**src/rtl/pipeline_pkg.sv**
```systemverilog
// Shared constants for the IF/ID boundary of the 5-stage MIPS pipeline.
package pipeline_pkg;

    localparam int DATA_W = 32;

    localparam logic [DATA_W-1:0] RESET_PC  = 32'd100;
    localparam logic [DATA_W-1:0] NOP_INSTR = 32'h0000_0000;

    // Occupancy doubles as the buffer state encoding.
    localparam logic [1:0] EMPTY = 2'd0;
    localparam logic [1:0] ONE   = 2'd1;
    localparam logic [1:0] FULL  = 2'd2;

endpackage

```
**src/rtl/if_id_entry_reg.sv**
```systemverilog
// One {pc, instruction} slot of the IF/ID skid buffer.
module if_id_entry_reg #(
    parameter int                DATA_W    = 32,
    parameter logic [DATA_W-1:0] RST_PC    = '0,
    parameter logic [DATA_W-1:0] RST_INSTR = '0
) (
    input  logic              clk,
    input  logic              rst,
    input  logic              load,
    input  logic [DATA_W-1:0] pc_d,
    input  logic [DATA_W-1:0] instr_d,
    output logic [DATA_W-1:0] pc_q,
    output logic [DATA_W-1:0] instr_q
);

    always_ff @(posedge clk or posedge rst) begin
        if (rst) begin
            pc_q    <= RST_PC;
            instr_q <= RST_INSTR;
        end else if (load) begin
            pc_q    <= pc_d;
            instr_q <= instr_d;
        end
    end

endmodule

```
**src/rtl/if_id_buffer.sv**
```systemverilog
// IF/ID decoupling register: 2-entry skid buffer with flush and pc+4.
module if_id_buffer #(
    parameter int                DATA_W    = pipeline_pkg::DATA_W,
    parameter logic [DATA_W-1:0] RESET_PC  = pipeline_pkg::RESET_PC,
    parameter logic [DATA_W-1:0] NOP_INSTR = pipeline_pkg::NOP_INSTR
) (
    input  logic              clk,
    input  logic              rst,
    input  logic              in_valid,
    output logic              in_ready,
    input  logic [DATA_W-1:0] in_pc,
    input  logic [DATA_W-1:0] in_instr,
    input  logic              flush,
    output logic              out_valid,
    input  logic              out_ready,
    output logic [DATA_W-1:0] out_pc,
    output logic [DATA_W-1:0] out_pc_plus4,
    output logic [DATA_W-1:0] out_instr,
    output logic [1:0]        occupancy
);

    import pipeline_pkg::*;

    logic [1:0]        occ_q, occ_d;
    logic              push, pop;
    logic              head_ld, skid_ld;
    logic [DATA_W-1:0] head_pc_d, head_instr_d;
    logic [DATA_W-1:0] skid_pc_d, skid_instr_d;
    logic [DATA_W-1:0] head_pc_q, head_instr_q;
    logic [DATA_W-1:0] skid_pc_q, skid_instr_q;

    // Ready depends on registered state only, never on out_ready.
    assign in_ready  = (occ_q != FULL);
    assign out_valid = (occ_q != EMPTY);
    assign push      = in_valid & in_ready;
    assign pop       = out_valid & out_ready;

    always_comb begin
        occ_d        = occ_q;
        head_ld      = 1'b0;
        skid_ld      = 1'b0;
        head_pc_d    = in_pc;
        head_instr_d = in_instr;
        skid_pc_d    = in_pc;
        skid_instr_d = in_instr;
        if (flush) begin
            occ_d        = EMPTY;
            head_ld      = 1'b1;
            skid_ld      = 1'b1;
            head_pc_d    = head_pc_q;
            head_instr_d = NOP_INSTR;
            skid_pc_d    = head_pc_q;
            skid_instr_d = NOP_INSTR;
        end else begin
            unique case (occ_q)
                EMPTY: begin
                    if (push) begin
                        occ_d   = ONE;
                        head_ld = 1'b1;
                    end
                end
                ONE: begin
                    if (push && pop) begin
                        head_ld = 1'b1;
                    end else if (push) begin
                        occ_d   = FULL;
                        skid_ld = 1'b1;
                    end else if (pop) begin
                        occ_d   = EMPTY;
                    end
                end
                default: begin
                    // Skid entry advances to head on a pop.
                    if (pop) begin
                        occ_d        = ONE;
                        head_ld      = 1'b1;
                        head_pc_d    = skid_pc_q;
                        head_instr_d = skid_instr_q;
                    end
                end
            endcase
        end
    end

    always_ff @(posedge clk or posedge rst) begin
        if (rst) begin
            occ_q <= EMPTY;
        end else begin
            occ_q <= occ_d;
        end
    end

    if_id_entry_reg #(
        .DATA_W    (DATA_W),
        .RST_PC    (RESET_PC),
        .RST_INSTR (NOP_INSTR)
    ) u_head (
        .clk     (clk),
        .rst     (rst),
        .load    (head_ld),
        .pc_d    (head_pc_d),
        .instr_d (head_instr_d),
        .pc_q    (head_pc_q),
        .instr_q (head_instr_q)
    );

    if_id_entry_reg #(
        .DATA_W    (DATA_W),
        .RST_PC    (RESET_PC),
        .RST_INSTR (NOP_INSTR)
    ) u_skid (
        .clk     (clk),
        .rst     (rst),
        .load    (skid_ld),
        .pc_d    (skid_pc_d),
        .instr_d (skid_instr_d),
        .pc_q    (skid_pc_q),
        .instr_q (skid_instr_q)
    );

    assign out_pc       = head_pc_q;
    assign out_instr    = head_instr_q;
    assign out_pc_plus4 = head_pc_q + DATA_W'(4);
    assign occupancy    = occ_q;

endmodule

```
**config.mk**
```make
export PLATFORM = sky130hd
export DESIGN_NAME = if_id_buffer
export DESIGN_NICKNAME = d
export VERILOG_FILES = /design/src/rtl/pipeline_pkg.sv /design/src/rtl/if_id_entry_reg.sv /design/src/rtl/if_id_buffer.sv
export SDC_FILE = /design/constraint.sdc
export NUM_CORES = 1
export LEC_CHECK = 0
export CORE_MARGIN = 4
export CORE_UTILIZATION = 45
export CTS_CLUSTER_DIAMETER = 200
export DETAILED_ROUTE_END_ITERATION = 7
export DONT_BUFFER_PORTS = 1
export HOLD_SLACK_MARGIN = 0.03
export PLACE_DENSITY = 0.59
export SLEW_MARGIN = 15
export SYNTH_ARGS = -nofsm -noshare
export SYNTH_HDL_FRONTEND = slang
export SYNTH_SLANG_ARGS = --single-unit
```
**constraint.sdc**
```tcl
create_clock -name clk -period 10 [get_ports clk]
set_input_delay 1.5 -clock clk [delete_from_list [all_inputs] [get_ports clk]]
set_output_delay 1.5 -clock clk [all_outputs]
set_load 0.1 [all_outputs]
```
==> impl_metrics.toml <==
[grt]
grt_antenna_before_repair = 0
grt-ovfl-total = 0
grt_pass1_vias = 4880
grt_max_degree = 132
grt_pass1_wl_um = 26210
track_usage = 0.1991

[cells_and_area]
nFillCells = 1268
diodes = 0
drive_gt1_frac = 0.1508
num-nets-final = 762
syn_to_final_growth_pct = 14.64

[detailed_routing]
viasPerCell = 5.638
routed_wl_um = 15980
dr_total_vias = 4978
wl_per_cell_um = 18.09
drc = 0
detail-route-antenna-nets = 0
drt_iter0_markers = 266
dr.pass1.iters = 5

[die]
initial_core_util = 0.4638
core_area_mm2 = 0.01404
die_h_um = 128.3
rows = 43
io_pins = 169
die_w_um = 128.3
die_area_mm2 = 0.01646

[timing]
fin_crit_sh = 0.5193
fin_crit_ps = 5193
clock_skew_ps = 7.726
setup_violations = 0
fin_tns_setup_ps = 0
finalMaxSlewViolations = 0
rsz0062_at_grt = "false"
relSlewSlack = 0.1631
worstMarginPinSlew_ps = 1249
finalHoldViolCount = 0
fmax_mhz = 192.6
fin_ws_ps = 4807

[cts]
cts_root_buf = "clkbuf_16"
holdBufCountCts = 0
htree_num_levels = 4
cts_buffers = 17
cts.sinks = 130
cts_resized = 0
cts_setup_buffers = 0
insertion_delay_ps = 410
cts_tree = "done"
path_clk_slew_ps = 50
cts_buffer_depth = 2

[synth]
ys_warn_count = 0
synth-compound-area-share = 0.1241
synth_edf_count = 0
yosys.area_share.simple = 0.1935
synth_seq_cells = 130
async_flop_share = 1.000
synth_flop_cell = "dfrtp_1"
synthAdderAreaFrac = 0.001921
synth.largest_area_cell = "dfrtp_1"
syn-cell-area_mm2 = 0.006512
synth.area.mux_share = 0.09837
yosysMostFrequentCell = "nand2_1"
synthTopCellsByArea = "dfrtp_1 (48%), mux2i_1 (9.8%), nand2_1 (7.8%)"
yosysUniqueCellTypes = 36
synth_top_area_share = 0.4765
synth.avg_cell_area_um2 = 9.317
synthTopCellsByCount = "nand2_1 (135), dfrtp_1 (124), nor2_1 (71)"
netlist_instances = 699
synth_top_family_by_area = "simple AND/OR/NAND/NOR gates"
yosysSeqAreaShare = 0.5007
synth_xor_area_frac = 0.03900
synth_nets = 769

[run_status]
status = "complete, no violations"

[setup_path]
cp.arrival_ps = 3690
cp_num_buf_inv = 0
cp_cell_sequence = "nand4_2, or4_4, nor4_2, xor2_2"
path_max_fanout = 7
critical_path.slowest_cell = "dfrtp_1"
cp_top_family = "simple AND/OR/NAND/NOR gates"
critPathMaxStageDelay_ps = 1070
critPathLaunchType = "register"
crit_type = "register to output pin"
worstPathRequired_ps = 8500
end_kind = "output pin"

[pwr]
ir_worst_vdd_uv = 196.2
leakage_uw = 0.003322
p_per_area_mw_per_mm2 = 254.7

[placement]
hpwl_um = 10180
post-place-ws_ps = 5200
numPortBuffers = 0
gp_congestion = 0.7830

[min_path]
min_path_type = "register to register"

[job]
maxCapViolCount = 0
==> power breakdown <==
part | internal [uW] | switching, uW
sequential | 584 | 332
combinational | 107 | 322
clock | 343 | 213
total | 1030 | 868
==> cell families (layout without fill, tap and decap cells) <==
logic type               Yosys count  in the layout
AO/OA/AOI/OAI                    132            132
XOR/XNOR                          29             29
adder cells (fa/ha/maj)            1              1
buffers and inverters             64             68
flip-flops                       130            130
multiplexers                      64             64
AND/OR/NAND/NOR                  279            279
==> tightest hold or removal path: cells and delay by family, from the launching register on <==
kind,cells,cell delay (ps)
AOI/OAI and AO/OA,1,50
DFF,1,370
and+or+nand+nor,1,60
==> registers in the layout, indices dropped and copies added, names as in the netlist <==
signal / cells
occupancy: 2
u_head.instr_q: 32
u_head.pc_q: 32
u_skid.instr_q: 32
u_skid.pc_q: 32
==> through the flow <==
step	util	power (uW)	area (um^2)	hold WS, ps	cells
finish	0.5317	1902	7466	520.6	883
detailed placement	0.4946	1359	6945	509.9	853
CTS	0.5317	1923	7466	517.3	883
global placement	0.4945	1350	6944	504.8	853
global route	0.5317	1978	7466	526.7	883
floorplan	-	1271	6513	501.7	699
==> placed cells by master (no fill, tap or decap), types with 17 or more instances in the layout <==
| cell | instances |
|---|---|
| buf_4 | 31 |
| a21oi_1 | 65 |
| nand2_1 | 135 |
| nor2_1 | 71 |
| dfrtp_1 | 121 |
| a311oi_1 | 32 |
| nand3_1 | 43 |
| clkbuf_16 | 17 |
| mux2i_1 | 64 |
| o21ai_0 | 32 |
| xnor2_2 | 21 |
==> layout make-up <==
| class | instances | area, um^2 | area share |
|---|---|---|---|
| multi-input combinational | 505 | 3192 | 0.4275 |
| inverter | 7 | 31.28 | 0.004190 |
| clock inverter | 7 | 62.56 | 0.008379 |
| tap | 180 | 225.2 | 0.03017 |
| sequential | 130 | 3264 | 0.4372 |
| timing repair buffer | 31 | 232.7 | 0.03117 |
| clock buffer | 23 | 457.9 | 0.06134 |
==> path summary, 6_finish.rpt <==
path,startpoint,to,slack (ps),cells after the start
setup / recovery,u_head.pc_q[4],out_pc_plus4[31],4810,4
hold / removal,u_skid.instr_q[10],u_skid.instr_q[10],520,2
setup reg to reg,occupancy[0],u_head.instr_q[0],7290,6
hold reg to reg,u_skid.instr_q[10],u_skid.instr_q[10],520,2
max in group asynchronous,rst,u_head.pc_q[1],7580,2
min in group asynchronous,rst,u_skid.pc_q[7],980,1
==> per-layer routing <==
layer / GRT usage / vias to the layer above / wire (um) / part of all wire
met4: 0.06991 / 0 / 272 / 0.017
li1: - / 2393 / - / -
met2: 0.3098 / 151 / 7741 / 0.48
met1: 0.2572 / 2411 / 6683 / 0.42
met5: 0 / - / 0 / 0
met3: 0.07292 / 23 / 1279 / 0.080
Note: power is estimated with default switching activity, not from simulation.
